### src/rtl/booth_pkg.sv
// Shared types and sizing helpers for the radix-4 Booth multiplier.
// Latency: none (types and constant functions only).
// Backpressure: not applicable.
package booth_pkg;

  // Smallest operand width that still leaves a meaningful radix-4 iteration count
  localparam int MIN_N = 4;

  typedef enum logic [1:0] {
    IDLE = 2'd0,
    ITER = 2'd1,
    DONE = 2'd2
  } state_t;

  // Magnitude of a radix-4 Booth digit
  typedef enum logic [1:0] {
    MAG_0 = 2'd0,
    MAG_1 = 2'd1,
    MAG_2 = 2'd2
  } mag_t;

  // Booth digit in {-2,-1,0,+1,+2}: sign flag plus magnitude
  typedef struct packed {
    logic neg;
    mag_t mag;
  } digit_t;

  // Two guard bits let unsigned operands ride through signed Booth arithmetic
  // and keep the iteration count integral for even N.
  function automatic int ext_width(input int n);
    return n + 2;
  endfunction

  function automatic int iter_count(input int n);
    return (n + 2) / 2;
  endfunction

endpackage

### src/rtl/booth_r4_recoder.sv
// Recodes a Booth triplet into a digit and selects the matching partial product.
// Latency: purely combinational.
// Backpressure: none; output follows inputs.
module booth_r4_recoder
  import booth_pkg::*;
#(
  parameter int W = 10
) (
  input  logic [2:0]   triplet,
  input  logic [W-1:0] m_ext,
  output logic [W:0]   pp
);

  digit_t     digit;
  logic [W:0] sel;

  // Triplet {q1, q0, q-1} to signed digit
  always_comb begin
    digit = '{neg: 1'b0, mag: MAG_0};
    case (triplet)
      3'b001, 3'b010: digit = '{neg: 1'b0, mag: MAG_1};
      3'b011:         digit = '{neg: 1'b0, mag: MAG_2};
      3'b100:         digit = '{neg: 1'b1, mag: MAG_2};
      3'b101, 3'b110: digit = '{neg: 1'b1, mag: MAG_1};
      default:        digit = '{neg: 1'b0, mag: MAG_0};
    endcase
  end

  // Pick 0, M or 2M at W+1 bits, then negate by two's complement for negative digits
  always_comb begin
    sel = '0;
    case (digit.mag)
      MAG_1:   sel = {m_ext[W-1], m_ext};
      MAG_2:   sel = {m_ext, 1'b0};
      default: sel = '0;
    endcase
    pp = digit.neg ? (~sel + {{W{1'b0}}, 1'b1}) : sel;
  end

endmodule

### src/rtl/booth_r4_multiplier.sv
// Sequential radix-4 Booth multiplier, signed or unsigned per operation, 2 bits per cycle.
// Latency: done pulses (N+2)/2+1 cycles after the accept cycle; result held until next accept.
// Backpressure: ready low while iterating; start is ignored then (no queueing).
module booth_r4_multiplier
  import booth_pkg::*;
#(
  parameter int N = 8
) (
  input  logic           clk,
  input  logic           rst_n,
  input  logic           start,
  input  logic           is_signed,
  input  logic [N-1:0]   data_M,
  input  logic [N-1:0]   data_Q,
  output logic           ready,
  output logic           done,
  output logic [2*N-1:0] data_out
);

  localparam int W     = ext_width(N);
  localparam int ITERS = iter_count(N);
  localparam int CNT_W = $clog2(ITERS);

  generate
    if (N < MIN_N || (N % 2) != 0) begin : g_bad_n
      $error("booth_r4_multiplier: N must be even and >= 4");
    end
  endgenerate

  state_t           state_q;
  state_t           state_d;
  logic [W:0]       a_q;
  logic [W-1:0]     q_q;
  logic             qm1_q;
  logic [W-1:0]     m_q;
  logic [CNT_W-1:0] cnt_q;
  logic [2*N-1:0]   data_out_q;

  logic             accept;
  logic             last_iter;
  logic [W-1:0]     m_in_ext;
  logic [W-1:0]     q_in_ext;
  logic [W:0]       pp;
  logic [W:0]       a_sum;
  logic [2*W+1:0]   shifted;
  logic [W:0]       a_nxt;
  logic [W-1:0]     q_nxt;
  logic             qm1_nxt;

  assign ready     = (state_q != ITER);
  assign done      = (state_q == DONE);
  assign accept    = start & ready;
  assign last_iter = (state_q == ITER) && (cnt_q == CNT_W'(ITERS - 1));
  assign data_out  = data_out_q;

  // Widen incoming operands by two bits according to the requested signedness
  always_comb begin
    m_in_ext = {2'b00, data_M};
    q_in_ext = {2'b00, data_Q};
    if (is_signed) begin
      m_in_ext = {{2{data_M[N-1]}}, data_M};
      q_in_ext = {{2{data_Q[N-1]}}, data_Q};
    end
  end

  booth_r4_recoder #(
    .W (W)
  ) u_recoder (
    .triplet (({q_q[1:0], qm1_q})),
    .m_ext   (m_q),
    .pp      (pp)
  );

  // One iteration: accumulate the partial product, then arithmetic shift {A,Q,q-1} right by 2
  always_comb begin
    a_sum   = a_q + pp;
    shifted = {{2{a_sum[W]}}, a_sum, q_q[W-1:1]};
    a_nxt   = shifted[2*W+1:W+1];
    q_nxt   = shifted[W:1];
    qm1_nxt = shifted[0];
  end

  // Next-state: accept moves to ITER, last iteration moves to DONE, DONE lasts one cycle
  always_comb begin
    state_d = state_q;
    case (state_q)
      IDLE:    if (start) state_d = ITER;
      ITER:    if (last_iter) state_d = DONE;
      DONE:    state_d = start ? ITER : IDLE;
      default: state_d = IDLE;
    endcase
  end

  // State register; reset aborts any operation in flight
  always_ff @(posedge clk or negedge rst_n) begin
    if (!rst_n) begin
      state_q <= IDLE;
    end else begin
      state_q <= state_d;
    end
  end

  // Operand load on accept, shift-accumulate while iterating
  always_ff @(posedge clk or negedge rst_n) begin
    if (!rst_n) begin
      a_q   <= '0;
      q_q   <= '0;
      qm1_q <= 1'b0;
      m_q   <= '0;
      cnt_q <= '0;
    end else if (accept) begin
      a_q   <= '0;
      q_q   <= q_in_ext;
      qm1_q <= 1'b0;
      m_q   <= m_in_ext;
      cnt_q <= '0;
    end else if (state_q == ITER) begin
      a_q   <= a_nxt;
      q_q   <= q_nxt;
      qm1_q <= qm1_nxt;
      cnt_q <= cnt_q + CNT_W'(1);
    end
  end

  // Capture the low 2N product bits straight out of the final iteration
  always_ff @(posedge clk or negedge rst_n) begin
    if (!rst_n) begin
      data_out_q <= '0;
    end else if (last_iter) begin
      data_out_q <= {a_nxt[N-3:0], q_nxt};
    end
  end

endmodule

### config.mk
export PLATFORM = sky130hd
export DESIGN_NAME = booth_r4_multiplier
export DESIGN_NICKNAME = d
export VERILOG_FILES = /design/src/rtl/booth_pkg.sv /design/src/rtl/booth_r4_recoder.sv /design/src/rtl/booth_r4_multiplier.sv
export SDC_FILE = /design/constraint.sdc
export NUM_CORES = 1
export LEC_CHECK = 0
export ABC_CLOCK_PERIOD_IN_PS = 9000
export CORE_ASPECT_RATIO = 1.1
export CORE_MARGIN = 2
export CORE_UTILIZATION = 42
export DETAILED_ROUTE_END_ITERATION = 8
export PLACE_DENSITY = 0.7
export SETUP_SLACK_MARGIN = 0.5
export SKIP_CTS_REPAIR_TIMING = 1
export SLEW_MARGIN = 20
export SYNTH_ARGS = -nofsm -noshare
export SYNTH_HDL_FRONTEND = slang
export SYNTH_SLANG_ARGS = --single-unit
### constraint.sdc
create_clock -name clk -period 9 [get_ports clk]
set_input_delay 1.35 -clock clk [delete_from_list [all_inputs] [get_ports clk]]
set_output_delay 1.35 -clock clk [all_outputs]
set_load 0.01 [all_outputs]
# Word-level counts from Yosys, hierarchy flattened
# Cells that the tools add are included.
[classes]
addsub = 3
eq_ne = 14
muxes = 17
bitwise = 2
reduce_logical = 6
[op_table]
columns = ["op", "n"]
rows = [
  ["two-way mux 10 bit", 4],
  ["two-way mux 11 bit", 3],
  ["one-hot mux 11 bit (2 select lines)", 1],
  ["== test 3 bit (second input constant)", 4],
  ["one-hot mux 3 bit (4 select lines)", 1],
  ["adder 11 x 1 -> 11 bit (second input constant)", 1],
  ["adder 11 bit", 1],
  ["NOT 11 bit", 1],
  ["== test 3 x 2 -> 1 bit (second input constant)", 2],
  ["two-way mux 3 bit", 2],
  ["one-hot mux 2 bit (3 select lines)", 1],
  ["== test 2 x 1 -> 1 bit (second input constant)", 2],
  ["== test 2 bit (second input constant)", 2],
  ["two-way mux 2 bit", 2],
  ["inequality test 2 bit (second input constant)", 2],
  ["OR reduction 2 bit", 2],
  ["adder 3 x 1 -> 3 bit (second input constant)", 1],
  ["== test 3 x 1 -> 1 bit (second input constant)", 1],
  ["two-way mux 1 bit", 3],
  ["logical NOT 2 bit", 1],
  ["inequality test 2 x 1 -> 1 bit (second input constant)", 1],
  ["AND reduction 2 bit", 1],
  ["nonzero test 2 bit", 1],
  ["AND 1 bit", 1],
  ["logical AND 1 bit", 1],
]
[word_totals]
reg_bits = 53
in_bits = 20
word_cells = 49

# Logic depth before layout (Yosys ltp)
# Gate-level depths: netlist (run 1).
[logic_depth]
ltp_word = 11
mapped_depth = 19
mapped_depth_nobuf = 17

# By module
# Synthesis (run 1) repeated with hierarchy kept, for this count alone.
[hier_totals]
cells_unflattened = 309
hier_area_um2 = 2936.6
[modules_own_cells]
columns = ["module", "n_inst", "cells_each", "area_each_um2"]
rows = [
  ["booth_r4_multiplier", 1, 225, 2394.8],
  ["booth_r4_recoder", 1, 84, 541.8],
]

# Worst setup path before layout (run 1)
# Ideal clock, no wire load.
[synth_path]
path_type = "register to register"
start = "register q_q[0]"
end = "register a_q[9]"
setup_time_ns = 0.134
arrival_time_ns = 3.505
t_required_ns = 8.866
slack_ns = 5.362
stages_incl_launch_ff = 18
n_path_buf = 2
path_cell_list = "dfrtp_1 buf_2 nand2b_1 o22a_1 ha_1 nor2b_1 buf_2 a22oi_1 ha_1 nor2_1 a21oi_1 fa_1 a211oi_1 o21bai_1 or3_1 a311oi_2 xor2_1 o21ai_1"
[synth_between]
elab_chain_len = 11
elab_cells_between_ends = 18
classes_between = "2 x add/sub; 8 x eq/ne; 5 x mux; 1 x bitwise; 2 x reduce/logical"
[synth_rtl]
columns = ["item", "line", "rtl"]
rows = [
  ["start: declaration", "booth_r4_multiplier.sv:33", "logic [W-1:0] q_q;"],
  ["start signal: assignment", "booth_r4_multiplier.sv:113", "q_q <= q_in_ext;"],
  ["start signal: assignment", "booth_r4_multiplier.sv:119", "q_q <= q_nxt;"],
  ["== test 3 bit, or another cell as far along", "booth_r4_recoder.sv:20", "case (triplet)"],
  ["OR reduction 2 bit", "booth_r4_recoder.sv:20", ""],
  ["one-hot mux 3 bit (4 select lines) *", "booth_r4_recoder.sv:20", ""],
  ["== test 2 bit / == test 2 x 1 -> 1 bit (equally long branches)", "booth_r4_recoder.sv:32", "case (digit.mag)"],
  ["one-hot mux 11 bit (2 select lines)", "booth_r4_recoder.sv:32", ""],
  ["NOT 11 bit", "booth_r4_recoder.sv:37", "pp = digit.neg ? (~sel + {{W{1'b0}}, 1'b1}) : sel;"],
  ["adder 11 x 1 -> 11 bit", "booth_r4_recoder.sv:37", ""],
  ["two-way mux 11 bit *", "booth_r4_recoder.sv:37", ""],
  ["adder 11 bit *", "booth_r4_multiplier.sv:76", "a_sum = a_q + pp;"],
  ["two-way mux 11 bit *", "booth_r4_multiplier.sv:117", "end else if (state_q == ITER) begin"],
  ["two-way mux 11 bit *", "booth_r4_multiplier.sv:111", "end else if (accept) begin"],
  ["end signal: assignment", "booth_r4_multiplier.sv:118", "a_q <= a_nxt;"],
  ["end: declaration", "booth_r4_multiplier.sv:32", "logic [W:0] a_q;"],
]
# Mark *: on every way between the ends. The rest lies on a longest branch, timed or not. The select of a mux whose other input is x is not followed.
# A chain may end at the register's enable or synchronous reset.

# Worst setup path after layout (run 1)
# Ends and elaborated chain as after synthesis.

==> flow_summary_export.csv, run 1 <==
group,metric,value,unit
floorplanning,initial_core_util,0.441,
place,port_buffers,37,
cells_and_area,antennaDiodeCount,0,
place,gp_congestion,0.898,
floorplanning,die_h,91.7,um
floorplanning,num_rows,31,
worst_setup_path,critPathKind,"flip-flop to flip-flop",
global_route,grtUsageTotal,0.160,
sta,finalClockSkew,0.00679,ns
worst_setup_path,rrSetupSlack,4.80,ns
synth,synthTopCellsByArea,"dfrtp_1 43%, mux2_2 6.9%, ha_1 6.4%, o21ai_0 6.1%, nand2_1 5.0%",
synth,yosysWarnings,0,
synth,yosys.area.top_type,"dfrtp_1",
sta,clock.fmax,238,MHz
clocking,cts_buffer_depth,2,
worst_setup_path,crit_required,9.17,ns
sta,hold_violations,0,
cells_and_area,drive_gt1_frac,0.103,
cells_and_area,final_nets,375,
pwr,power_frac_seq,0.283,
floorplanning,coreArea,6670,um2
synth,synthCells,306,
pwr,p_switching,690,uW
clocking,clkLatencyLatePin,0.31,ns
outcome,status,"completed",
worst_setup_path,worst_ep_arrival_time,4.37,ns
synth,ys.flop_type,"dfrtp_1",
pwr,p_int,835,uW
clocking,path_clk_slew,0.10,ns
sta,grt_setup_unrepaired,"false",
pwr,p_per_area,441,nW/um2
detailed_routing,via_per_inst,5.51,
worst_setup_path,endpoint_kind,"flip-flop",
synth,synth-edff-count,0,
synth,ys_types,48,
global_route,grt_pass1_wl,10200,um
pwr,ir_drop,0.000177,V
hold_path,worstHoldStart,"data_out[13]",
sta,min_period,4.20,ns
place,hpwl,4460,um
clocking,ctsHtreeMaxLevel,2,
synth,ys_top_cells_by_count,"50 x dfrtp_1, 39 x nand2_1, 36 x o21ai_0, 20 x nor2_1, 18 x mux2_2",
clocking,tritoncts,"done",
global_route,grt_max_degree,51,
pwr,leakagePower,0.00154,uW
sta,final-setup-viol-count,0,
pwr,p_sw_frac,0.452,
pwr,clkPwrFrac,0.089,
floorplanning,fp.dieW,83.8,um
cells_and_area,nFillCells,637,
synth,synth_area_per_cell,9.60,um2
pwr,p_comb_frac,0.628,
detailed_routing,drtIter0Drc,105,
sta,fin_crit_sh,0.466,
clocking,clock-sinks,50,
sta,drv_slew,0,
pwr,p_total,1520,uW
detailed_routing,firstDrtPassIters,4,
sta,hold_ws,0.487,ns
synth,synth_nets,342,
synth,yosys_register_bits,50,
synth,async_flop_share,1.00,
synth,yosysSeqAreaShare,0.426,
global_route,antenna_found_initial,0,
flow_run,drv_cap,0,
cells_and_area,areaGrowthSynthToFinish,17.7,%
worst_setup_path,path_max_fanout,9,
synth,synth_area,2940,um2
floorplanning,io_pins,38,
global_route,grt_pass1_vias,2257,
sta,setup_tns,0,ns
synth,yosys.area.top_type_share,0.426,
clocking,clock-root-buffer,"clkbuf_8",
worst_setup_path,start_kind,"flip-flop",
detailed_routing,drc,0,
detailed_routing,wl,6070,um
sta,tightest_slew,0.913,ns
worst_setup_path,critPathLaunch,"q_q[0]",
detailed_routing,via_count,2324,
detailed_routing,postRouteAntennaNets,0,
clocking,cts_buffers,5,
global_route,overflow,0,
synth,synth_most_common_cell,"dfrtp_1",
detailed_routing,wire_per_inst,14.4,um
hold_path,hold_path.class,"flip-flop to flip-flop",
floorplanning,dieArea,7680,um2
worst_setup_path,reg2reg_from,"q_q[0]",
sta,relSlewSlack,0.390,
## per-stage QoR
step / utilization / setup slack [ns] / cells / instance area [um2]
4_1_cts: 0.518 / 4.81 / 422 / 3460
3_5_place_dp: 0.505 / 4.86 / 414 / 3370
5_1_grt: 0.518 / 4.42 / 422 / 3460
6_report: 0.518 / 4.80 / 422 / 3460
2_1_floorplan: - / 5.36 / 306 / 2940
3_3_place_gp: 0.505 / 5.04 / 414 / 3370
## layer usage
metal	wire length [um]	vias up	track usage	share of wire
met2	3260	41	0.296	0.54
met5	0	-	0	0
li1	-	1149	-	-
met4	34	0	0.0363	0.0056
met1	2590	1129	0.191	0.43
met3	192	5	0.0315	0.032
## layout by cell type, fill, tap and decap left out, drive strengths merged, types with 8 or more instances in the layout
cell type,n
a22oi,8
mux2i,8
xor2,10
a21oi,8
nand3,13
nand2,39
mux2,18
inv,11
clkdlybuf4s50,36
o21ai,38
ha,15
dfrtp,50
nor2,20
## sequential cells by signal, summed over array words and instances (netlist names)
signal and flops:
a_q 9, cnt_q 3, data_out 16, m_q 9, q_q 10, qm1_q 1
state_q 2
## final cells by class
cell class / count / area, um2 / share of cell area
clock inverters: 2 / 17.5 / 0.00507
clock buffers: 6 / 72.6 / 0.0210
flip-flops and latches: 50 / 1250 / 0.362
repair buffers: 39 / 380 / 0.110
multi-input cells: 233 / 1600 / 0.462
inverters: 10 / 37.5 / 0.0109
well taps: 82 / 103 / 0.0297
## final timing paths
path	to	cells after the start
min in group asynchronous	data_out[3]	2
max in group asynchronous	m_q[3]	2
setup / recovery	a_q[9]	16
setup reg to reg	a_q[9]	16
hold reg to reg	data_out[13]	2
hold / removal	data_out[13]	2
## power groups by stage
stage / logic, uW / clock network (uW) / registers [uW]
6_report: 957 / 136 / 432
2_1_floorplan: 720 / 0 / 423
5_1_grt: 1080 / 151 / 448
4_1_cts: 965 / 141 / 432
3_3_place_gp: 945 / 0 / 432
3_5_place_dp: 959 / 0 / 435
## kinds of logic (layout without fill, tap and decap cells)
group	Yosys count	count (layout)	synth area share
flops	50	50	0.426
mux	26	26	0.0962
simple gates	91	91	0.142
xor+xnor	16	16	0.0477
fa+ha+maj	16	16	0.0707
compound gates	84	84	0.186
buf+inv	23	57	0.0311
## worst max-delay path, cell delays in order, from the launching register on
cell	delay, ns
dfrtp_1	0.47
nand2b_1	0.17
o22a_1	0.21
inv_1	0.06
ha_1	0.30
nor2b_1	0.47
a22oi_1	0.22
ha_1	0.34
nor2_1	0.10
a21oi_1	0.07
fa_1	0.47
a211oi_1	0.24
o21bai_1	0.12
or3_1	0.36
a311oi_2	0.23
xor2_1	0.17
o21ai_1	0.07
Note: power is estimated with default switching activity, not from simulation.
==> inputs of run 2 (changes only) <==
- ABC_CLOCK_PERIOD_IN_PS: 9000 -> 3600
- PLACE_DENSITY: 0.7 -> 0.73
- clock period: 9 -> 3.6 ns (I/O delays scaled with it)
==> flow_summary_export.csv, run 2 (synthesized netlist as in run 1, its figures left out) <==
group,metric,value,unit
sta,final-setup-viol-count,2,
global_route,overflow,0,
cells_and_area,final_nets,387,
flow_run,drv_cap,0,
cells_and_area,nFillCells,614,
worst_setup_path,critPathKind,"flip-flop to flip-flop",
floorplanning,io_pins,38,
place,gp_congestion,0.881,
clocking,cts_buffers,5,
clocking,clock-sinks,50,
cells_and_area,mostFrequentLayoutCell,"dfrtp_1",
floorplanning,die_h,91.7,um
detailed_routing,drc,0,
cells_and_area,antennaDiodeCount,0,
detailed_routing,wire_per_inst,15.3,um
worst_setup_path,slowest_stage,"dfrtp_2",
clocking,path_clk_slew,0.10,ns
detailed_routing,firstDrtPassIters,4,
sta,setup_ws,-0.0192,ns
worst_setup_path,endpoint_kind,"flip-flop",
worst_setup_path,critPathTopFamily,"compound AO/OA/AOI/OAI gates",
global_route,grt_pass1_vias,2288,
global_route,antenna_found_initial,0,
clocking,ctsHtreeMaxLevel,2,
sta,tightest_slew,0.995,ns
worst_setup_path,path_max_fanout,8,
cells_and_area,largest_reg_flops,16,
worst_setup_path,start_kind,"flip-flop",
place,port_buffers,37,
floorplanning,coreArea,6670,um2
detailed_routing,drtIter0Drc,108,
sta,hold_violations,0,
cells_and_area,final_cell_mix,"48 x dfrtp_1, 38 x nand2_1, 36 x clkdlybuf4s50_1",
global_route,grt_max_degree,33,
global_route,grt_pass1_wl,10800,um
clocking,clock-root-buffer,"clkbuf_8",
detailed_routing,wl,6610,um
worst_setup_path,cp_num_buf_inv,1,
sta,finalClockSkew,0.00709,ns
sta,fin_crit_sh,1.01,
cells_and_area,drive_gt1_frac,0.199,
worst_setup_path,path_cells,"nand2_1, o22a_1, inv_2, ha_4, nor2b_4, a22oi_2, ha_4, nor2_4, a21oi_2, fa_2, a211oi_2, o21bai_1, or3_4, a311oi_2, xor2_1, o21ai_1",
clocking,cts_buffer_depth,2,
detailed_routing,via_count,2387,
place,hpwl,4650,um
clocking,tritoncts,"done",
detailed_routing,via_per_inst,5.51,
hold_path,hold_path.class,"input pin to async pin",
floorplanning,initial_core_util,0.441,
floorplanning,dieArea,7680,um2
clocking,clkLatencyLatePin,0.30,ns
sta,relSlewSlack,0.335,
worst_setup_path,critPathMostFrequentCell,"ha_4",
cells_and_area,final_core_utilization,0.553,
global_route,grtUsageTotal,0.171,
floorplanning,fp.dieW,83.8,um
worst_setup_path,max_stage_delay,0.47,ns
sta,grt_setup_unrepaired,"true",
sta,min_period,3.62,ns
cells_and_area,areaGrowthSynthToFinish,25.6,%
worst_setup_path,worst_ep_arrival_time,3.80,ns
worst_setup_path,crit_required,3.78,ns
outcome,violations,"negative setup slack",
outcome,status,"finished, violations left",
detailed_routing,postRouteAntennaNets,0,
sta,clock.fmax,276,MHz
floorplanning,num_rows,31,
sta,drv_slew,0,
==> run 2: final timing paths <==
kind | startpoint | to | slack [ns] | cells past startpoint
worst max-delay path | qm1_q | a_q[9] | -0.02 | 16
worst min register to register | data_out[14] | data_out[14] | 0.49 | 2
worst min-delay path | rst_n | data_out[9] | 0.29 | 1
worst max register to register | qm1_q | a_q[9] | -0.02 | 16
min in group clk | data_out[14] | data_out[14] | 0.49 | 2
max in group asynchronous | rst_n | data_out[7] | 2.59 | 2
==> run 2: through the flow <==
stage | hold slack, ns | setup TNS, ns | cells | setup slack (ns) | cell area [um2]
detailed placement | 0.474 | -0.219 | 418 | -0.133 | 3440
global placement | 0.470 | 0 | 418 | 0.00716 | 3440
global route | 0.361 | -0.540 | 433 | -0.194 | 3690
finish | 0.287 | -0.0341 | 433 | -0.0192 | 3690
CTS | 0.313 | -0.358 | 425 | -0.183 | 3550
floorplan | 0.244 | 0 | 306 | 0.145 | 2980
==> run 2: cell type report <==
type	count	area [um2]	share of cell area
multi-input cells	233	1710	0.464
flip-flops and latches	50	1250	0.340
repair buffers	51	474	0.128
well taps	82	103	0.0278
clock buffers	6	82.6	0.0224
inverters	10	37.5	0.0102
clock inverters	1	30.0	0.00813
==> run 2: per-layer routing <==
layer | vias to the layer above | GRT usage | wire length (um)
met4 | 0 | 0.0484 | 95
met5 | - | 0 | 0
li1 | 1174 | - | -
met1 | 1159 | 0.223 | 2850
met2 | 44 | 0.290 | 3420
met3 | 10 | 0.0333 | 243
==> run 2: worst register-to-register path: stages (launching register included) <==
cell	delay, ns
dfrtp_2	0.47
nand2_1	0.09
o22a_1	0.18
inv_2	0.06
ha_4	0.31
nor2b_4	0.06
a22oi_2	0.26
ha_4	0.26
nor2_4	0.10
a21oi_2	0.05
fa_2	0.41
a211oi_2	0.25
o21bai_1	0.11
or3_4	0.35
a311oi_2	0.31
xor2_1	0.17
o21ai_1	0.07
Power of run 2 is not shown: default switching activity piles up to over one toggle a cycle in this logic, so the estimate is an artifact.
